--- src/rtl/frame_tap_pkg.sv ---
// -----------------------------------------------------------------------------
// frame_tap_pkg
// Shared definitions for the frame-aligned tap selector:
//   - tap_state_e      : selector FSM states (PASS, FINISH, ALIGN)
//   - DefaultFrameLen  : elements per frame of a valid-only KxK convolution
//                        over a 320x240 image ((320-K+1) x (240-K+1))
//   - decode_request() : one-hot button vector -> requested tap index
// -----------------------------------------------------------------------------
package frame_tap_pkg;

  typedef enum logic [1:0] {
    PASS   = 2'd0,  // active tap streams to the output
    FINISH = 2'd1,  // switch pending, active tap completes its frame
    ALIGN  = 2'd2   // output idle, waiting for the pending tap's frame start
  } tap_state_e;

  localparam int unsigned ImageWidth      = 320;
  localparam int unsigned ImageHeight     = 240;
  localparam int unsigned KernelWidth     = 3;
  localparam int unsigned DefaultFrameLen =
      (ImageWidth - KernelWidth + 1) * (ImageHeight - KernelWidth + 1);

  // Upper bound on button vector width accepted by decode_request().
  localparam int unsigned MaxButtons = 31;

  // Exactly one button high selects that tap; none or several fall back to
  // the default tap.
  function automatic int unsigned decode_request(
    input logic [MaxButtons-1:0] buttons,
    input int unsigned           default_tap
  );
    int unsigned hits;
    int unsigned sel;
    hits = 0;
    sel  = default_tap;
    for (int unsigned b = 0; b < MaxButtons; b++) begin
      if (buttons[b]) begin
        hits = hits + 1;
        sel  = b;
      end
    end
    return (hits == 1) ? sel : default_tap;
  endfunction

endpackage

--- src/rtl/button_debounce.sv ---
// -----------------------------------------------------------------------------
// button_debounce
// Two-flop synchroniser for a vector of raw asynchronous buttons, followed
// (when FRAME_TAP_DEBOUNCE_EN is defined) by a vector-wide debounce: the
// output only takes the synchronised value after it has differed from the
// current output for DebounceCycles consecutive cycles. Without the macro the
// synchroniser output is used directly and no counter is built.
//
// Ports:
//   clk_i     in   clock
//   rst_ni    in   asynchronous active-low reset
//   button_i  in   [Width] raw buttons
//   button_o  out  [Width] synchronised (and debounced) buttons
// -----------------------------------------------------------------------------
module button_debounce #(
  parameter int unsigned Width          = 3,
  parameter int unsigned DebounceCycles = 250000
) (
  input  logic             clk_i,
  input  logic             rst_ni,
  input  logic [Width-1:0] button_i,
  output logic [Width-1:0] button_o
);

  logic [Width-1:0] sync1_q, sync1_d;
  logic [Width-1:0] sync2_q, sync2_d;

  assign sync1_d = button_i;
  assign sync2_d = sync1_q;

  always_ff @(posedge clk_i or negedge rst_ni) begin
    if (!rst_ni) begin
      sync1_q <= '0;
      sync2_q <= '0;
    end else begin
      sync1_q <= sync1_d;
      sync2_q <= sync2_d;
    end
  end

`ifdef FRAME_TAP_DEBOUNCE_EN
  localparam int unsigned CntW = $clog2(DebounceCycles + 1);

  logic [CntW-1:0]  cnt_q, cnt_d;
  logic [Width-1:0] stable_q, stable_d;

  // Count cycles in which the synchronised level differs from the accepted
  // level; any return to the accepted level restarts the count. The update
  // lands DebounceCycles edges after the synchroniser shows the new level.
  always_comb begin
    stable_d = stable_q;
    cnt_d    = '0;
    if (sync2_q != stable_q) begin
      if (cnt_q == CntW'(DebounceCycles - 1)) begin
        stable_d = sync2_q;
      end else begin
        cnt_d = cnt_q + CntW'(1);
      end
    end
  end

  always_ff @(posedge clk_i or negedge rst_ni) begin
    if (!rst_ni) begin
      cnt_q    <= '0;
      stable_q <= '0;
    end else begin
      cnt_q    <= cnt_d;
      stable_q <= stable_d;
    end
  end

  assign button_o = stable_q;
`else
  assign button_o = sync2_q;
`endif

endmodule

--- src/rtl/frame_tap_select.sv ---
// -----------------------------------------------------------------------------
// frame_tap_select
// Frame-aligned N-way stream selector. Button requests are synchronised
// (optionally debounced, macro FRAME_TAP_DEBOUNCE_EN) and a change of source
// only takes effect once the outgoing tap has delivered its last beat and the
// incoming tap is at the start of a frame. last_o is generated from a per-tap
// element counter.
//
// Handshake: a beat transfers on a rising edge where valid and ready are both
// high. A source holds valid and data until it is accepted; the output
// likewise never withdraws valid_o without a transfer, except in the cycle
// the selector switches source, which always directly follows the
// transfer of the outgoing tap's last beat.
//
// Ports:
//   clk_i         in   clock
//   rst_ni        in   asynchronous active-low reset
//   button_i      in   [NumTaps-1] raw buttons, bit b requests tap b
//   valid_i       in   [NumTaps] per-tap valid
//   data_i        in   [NumTaps*DataWidth] per-tap element, tap t at slice t
//   ready_o       out  [NumTaps] per-tap ready
//   valid_o       out  output valid
//   data_o        out  [DataWidth] output element
//   last_o        out  final element of an output frame
//   ready_i       in   downstream ready
//   active_tap_o  out  [SelWidth] tap driving the output
//   switching_o   out  high whenever the FSM is not in PASS
// -----------------------------------------------------------------------------
module frame_tap_select
  import frame_tap_pkg::*;
#(
  parameter int unsigned NumTaps              = 4,
  parameter int unsigned DataWidth            = 1,
  parameter int unsigned TapFrameLen[NumTaps] = '{default: DefaultFrameLen},
  parameter int unsigned DefaultTap           = NumTaps - 1,
  parameter int unsigned DebounceCycles       = 250000,
  localparam int unsigned SelWidth            = $clog2(NumTaps)
) (
  input  logic                         clk_i,
  input  logic                         rst_ni,
  input  logic [NumTaps-2:0]           button_i,
  input  logic [NumTaps-1:0]           valid_i,
  input  logic [NumTaps*DataWidth-1:0] data_i,
  output logic [NumTaps-1:0]           ready_o,
  output logic                         valid_o,
  output logic [DataWidth-1:0]         data_o,
  output logic                         last_o,
  input  logic                         ready_i,
  output logic [SelWidth-1:0]          active_tap_o,
  output logic                         switching_o
);

  function automatic int unsigned max_frame_len();
    int unsigned m;
    m = 1;
    for (int t = 0; t < NumTaps; t++) begin
      if (TapFrameLen[t] > m) m = TapFrameLen[t];
    end
    return m;
  endfunction

  localparam int unsigned MaxLen = max_frame_len();
  localparam int unsigned CntW   = (MaxLen > 1) ? $clog2(MaxLen) : 1;

  logic [NumTaps-2:0]   btn_db;
  logic [SelWidth-1:0]  req;

  tap_state_e           state_q, state_d;
  logic [SelWidth-1:0]  act_q, act_d;
  logic [SelWidth-1:0]  pend_q, pend_d;
  logic                 run_q, run_d;
  logic [CntW-1:0]      cnt_q [NumTaps];
  logic [CntW-1:0]      cnt_d [NumTaps];

  logic [DataWidth-1:0] tap_data [NumTaps];
  logic [NumTaps-1:0]   hs;         // beat transferred on tap t this cycle
  logic [NumTaps-1:0]   last_beat;  // tap t sits on its final frame element
  logic [NumTaps-1:0]   wraps;      // tap t's counter is 0 next cycle
  logic                 frame_done;

  button_debounce #(
    .Width          (NumTaps - 1),
    .DebounceCycles (DebounceCycles)
  ) u_button_debounce (
    .clk_i    (clk_i),
    .rst_ni   (rst_ni),
    .button_i (button_i),
    .button_o (btn_db)
  );

  assign req = SelWidth'(decode_request(MaxButtons'(btn_db), DefaultTap));

  // Outputs stay quiet for the first cycle after reset release.
  assign run_d = 1'b1;

  always_comb begin
    ready_o = {NumTaps{run_q}};
    if (state_q != ALIGN) ready_o[act_q] = run_q & ready_i;
  end

  for (genvar t = 0; t < NumTaps; t++) begin : g_tap
    localparam logic [CntW-1:0] LastIdx = CntW'(TapFrameLen[t] - 1);

    assign tap_data[t]  = data_i[t*DataWidth +: DataWidth];
    assign hs[t]        = valid_i[t] & ready_o[t];
    assign last_beat[t] = (cnt_q[t] == LastIdx);
    assign cnt_d[t]     = !hs[t]       ? cnt_q[t] :
                          last_beat[t] ? '0       : cnt_q[t] + CntW'(1);
    assign wraps[t]     = hs[t] ? last_beat[t] : (cnt_q[t] == '0);
  end

  always_comb begin
    valid_o = run_q & (state_q != ALIGN) & valid_i[act_q];
    data_o  = valid_o ? tap_data[act_q] : '0;
    last_o  = valid_o & last_beat[act_q];
  end

  assign frame_done   = hs[act_q] & last_beat[act_q] & (state_q != ALIGN);
  assign active_tap_o = act_q;
  assign switching_o  = (state_q != PASS);

  // A switch is taken at the edge where the outgoing tap's last beat
  // transfers, provided the incoming tap's counter is 0 on the following
  // cycle (either it wraps on that same edge or it is idle at 0). The
  // incoming tap is never ready-stalled while pending, so waiting for its
  // wrap in ALIGN always terminates.
  always_comb begin
    state_d = state_q;
    act_d   = act_q;
    pend_d  = pend_q;
    unique case (state_q)
      PASS, FINISH: begin
        if (req == act_q) begin
          state_d = PASS;
        end else begin
          pend_d = req;
          if (frame_done) begin
            if (wraps[req]) begin
              act_d   = req;
              state_d = PASS;
            end else begin
              state_d = ALIGN;
            end
          end else begin
            state_d = FINISH;
          end
        end
      end
      ALIGN: begin
        pend_d = req;
        if (wraps[req]) begin
          act_d   = req;
          state_d = PASS;
        end
      end
      default: state_d = PASS;
    endcase
  end

  always_ff @(posedge clk_i or negedge rst_ni) begin
    if (!rst_ni) begin
      state_q <= PASS;
      act_q   <= SelWidth'(DefaultTap);
      pend_q  <= SelWidth'(DefaultTap);
      run_q   <= 1'b0;
      for (int t = 0; t < NumTaps; t++) cnt_q[t] <= '0;
    end else begin
      state_q <= state_d;
      act_q   <= act_d;
      pend_q  <= pend_d;
      run_q   <= run_d;
      for (int t = 0; t < NumTaps; t++) cnt_q[t] <= cnt_d[t];
    end
  end

endmodule
--- config.mk ---
export PLATFORM = sky130hd
export DESIGN_NAME = frame_tap_select
export DESIGN_NICKNAME = d
export VERILOG_FILES = /design/src/rtl/frame_tap_pkg.sv /design/src/rtl/button_debounce.sv /design/src/rtl/frame_tap_select.sv
export SDC_FILE = /design/constraint.sdc
export NUM_CORES = 1
export LEC_CHECK = 0
export ABC_CLOCK_PERIOD_IN_PS = 7650
export BUFFER_PORTS_ARGS = -buffer_cell sky130_fd_sc_hd__buf_2
export CAP_MARGIN = 20
export CORE_MARGIN = 2
export CORE_UTILIZATION = 40
export DETAILED_ROUTE_END_ITERATION = 6
export PLACE_DENSITY = 0.64
export SYNTH_ARGS = -nofsm -noshare
export SYNTH_HDL_FRONTEND = slang
export SYNTH_SLANG_ARGS = --single-unit
--- constraint.sdc ---
create_clock -name clk_i -period 7.65 [get_ports clk_i]
set_input_delay 1.53 -clock clk_i [delete_from_list [all_inputs] [get_ports clk_i]]
set_output_delay 1.53 -clock clk_i [all_outputs]
set_load 0.02 [all_outputs]
==> flow_metrics.tcl <==
set metrics [dict create \
    synth_fp_nets 470 \
    worstSetupPathType "input pin to output port" \
    slew_headroom 0.406 \
    grt_overflow 0 \
    synth_top_area_cell "dfrtp_1" \
    drt_first_pass_iters 6 \
    grt_pass1_vias 3265 \
    synth_edf_count 0 \
    ir_worst_vdd_mv 0.136 \
    fp.coreArea_um2 10800 \
    track_usage 0.161 \
    yosysTopAreaCellShare 0.434 \
    place_hpwl_um 6230 \
    drcViolationCount 0 \
    vias 3327 \
    grt_max_degree 80 \
    floorplan.initialDensity 0.410 \
    first_iter_violations 162 \
    cts_setup_buffers 0 \
    preCtsSetupSlack_ns 3.42 \
    cts-resized-gates 0 \
    max_freq_mhz 236 \
    ys_top_cells_by_area "dfrtp_1, xnor2_1, nor2_1" \
    ios 24 \
    mostFrequentLayoutCells "dfrtp_1, nor2_1, nand2_1" \
    syn_avg_cell_area_um2 10.0 \
    layout_commonest_cell "dfrtp_1" \
    netlist_instances 444 \
    worstPathMaxFanout 3 \
    start_kind "input pin" \
    hold_path_class "flip-flop to flip-flop" \
    status "finished, final reports clean" \
    fin_worst_skew_ns 0.0158 \
    dieArea_um2 12000 \
    root_buffer "clkbuf_8" \
    clock_sink_count 79 \
    fin_tns_setup_ns 0 \
    cp.arrival_ns 2.70 \
    clk_pin_slew_ns 0.08 \
    synth_cell_types 59 \
    cp.required_ns 6.12 \
    antenna_found_initial 0 \
    detail_route.wl_per_cell_um 14.0 \
    ys_ff_latch 79 \
    clk_latency_ns 0.36 \
    report.final.slew_viol_count 0 \
    hold_viol 0 \
    setup_viol 0 \
    cellPowerDensity_nw_per_um2 201 \
    ant_nets 0 \
    fin_crit_ns 4.23 \
    gp_congestion 0.770 \
    cts_tree "yes" \
    rows 38 \
    die_w_um 109 \
    antenna_cells 0 \
    dp_cells 597 \
    worst_pin_slew_ns 0.889 \
    fin_ws_ns 3.42 \
    critPathCaptureType "output port" \
    cts.path.max_buffers 2 \
    port_buffers 23 \
    grt_pass1_wl_um 15300 \
    seq_area_frac_synth 0.446 \
    ctsHoldBuffers 0 \
    p_leak_nw 2.10 \
    cts_max_level 3 \
    layout-drive-gt1-share 0.144 \
    yosys_warnings 0 \
    vias_per_cell 5.43 \
    finalWirelength_um 8570 \
    period_share 0.553 \
    rsz0062_at_grt "no" \
    nets 495 \
    max_cap_viol_count 0 \
    syn_area_um2 4440 \
    holdWs_ns 0.353 \
    numCtsBuffers 9 \
    async_flop_share 1.00 \
    die_h_um 109 \
    syn_to_final_growth_pct 10.1 \
    ys.flop_type "dfrtp_1" \
    fin_cells 613 \
]
metrics by stage:
| step | power [W] | cell area [um^2] | utilization |
|---|---|---|---|
| finish | 0.000982 | 4890 | 0.451 |
| floorplan | 0.000631 | 4440 | - |
| global route | 0.00104 | 4890 | 0.451 |
| CTS | 0.000992 | 4870 | 0.449 |
| detailed placement | 0.000678 | 4670 | 0.431 |
| global placement | 0.000671 | 4670 | 0.431 |
synth_stat cells, types with 2 or more instances:
master / number
and2_1: 5
nor4_2: 3
mux4_2: 2
nor2_1: 52
dfstp_2: 2
o22ai_1: 2
nor4_4: 3
buf_6: 2
buf_4: 2
clkbuf_1: 4
o311ai_4: 3
nor3_2: 2
o21ai_0: 25
xnor2_1: 29
and4_1: 10
nor2b_1: 2
mux2i_1: 5
inv_1: 22
xor2_1: 19
or2_2: 2
nand4_1: 21
nand3_1: 29
and3_1: 7
or3_1: 7
ha_1: 12
buf_2: 3
mux2_2: 2
nand2_1: 33
or2_1: 2
nor4b_1: 4
dfrtp_1: 77
nand4_2: 2
o31a_1: 5
nor4_1: 8
a21oi_1: 4
nand2b_1: 2
nor3_1: 8
state kept, by name (all words and copies together) (netlist names):
register and flops:
cnt_q 68, u_button_debounce.sync1_q 3, u_button_debounce.button_o 3, state_q 2
run_q 1, active_tap_o 2
final cells by class:
type | instances | area [um^2]
clock buffer | 10 | 138
timing repair buffer | 25 | 145
fill | 1052 | 5950
inverter | 22 | 82.6
clock inverter | 5 | 58.8
multi-input combinational | 332 | 2310
sequential | 79 | 1980
tap | 140 | 175
logic make-up after synthesis:
logic type | share of synthesized area
simple gates | 0.267
flops | 0.446
compound gates | 0.0950
xor+xnor | 0.0947
buf+inv | 0.0338
fa+ha+maj | 0.0338
mux | 0.0290
other cells | 0.000844
power breakdown:
group | internal (W) | total (W) | switching, W
sequential | 0.000462 | 0.000533 | 0.0000712
clock | 0.000158 | 0.000310 | 0.000152
combinational | 0.0000679 | 0.000139 | 0.0000712
path summary, 6_finish.rpt:
kind                                                        startpoint                                      end  slack [ns]  depth (start not counted)
worst max register to register                  state_q[1]$_DFFE_PN0P_              active_tap_o[0]$_DFFE_PN1P_        4.93                          7
min in group asynchronous                                       rst_ni                    cnt_q[30]$_DFFE_PN0P_        1.12                          1
max in group asynchronous                                       rst_ni                    cnt_q[62]$_DFFE_PN0P_        5.94                          2
worst min register to register  u_button_debounce.sync1_q[2]$_DFF_PN0_  u_button_debounce.button_o[2]$_DFF_PN0_        0.35                          0
worst max-delay path                                        valid_i[3]                                   data_o        3.42                          6
worst min-delay path            u_button_debounce.sync1_q[2]$_DFF_PN0_  u_button_debounce.button_o[2]$_DFF_PN0_        0.35                          0
critical path, cell delays in order:
cell and delay, ns:
buf_2 0.14, mux4_2 0.49, nand2_1 0.15, nor2_1 0.07, and2_1 0.17, buf_2 0.15
metal layers:
metal	vias up	part of all wire	global-route usage
met5	-	0	0
met4	0	0.012	0.0425
met3	9	0.036	0.0397
met2	51	0.46	0.256
met1	1639	0.49	0.220
li1	1628	-	-
(Power assumes the default switching activity.)
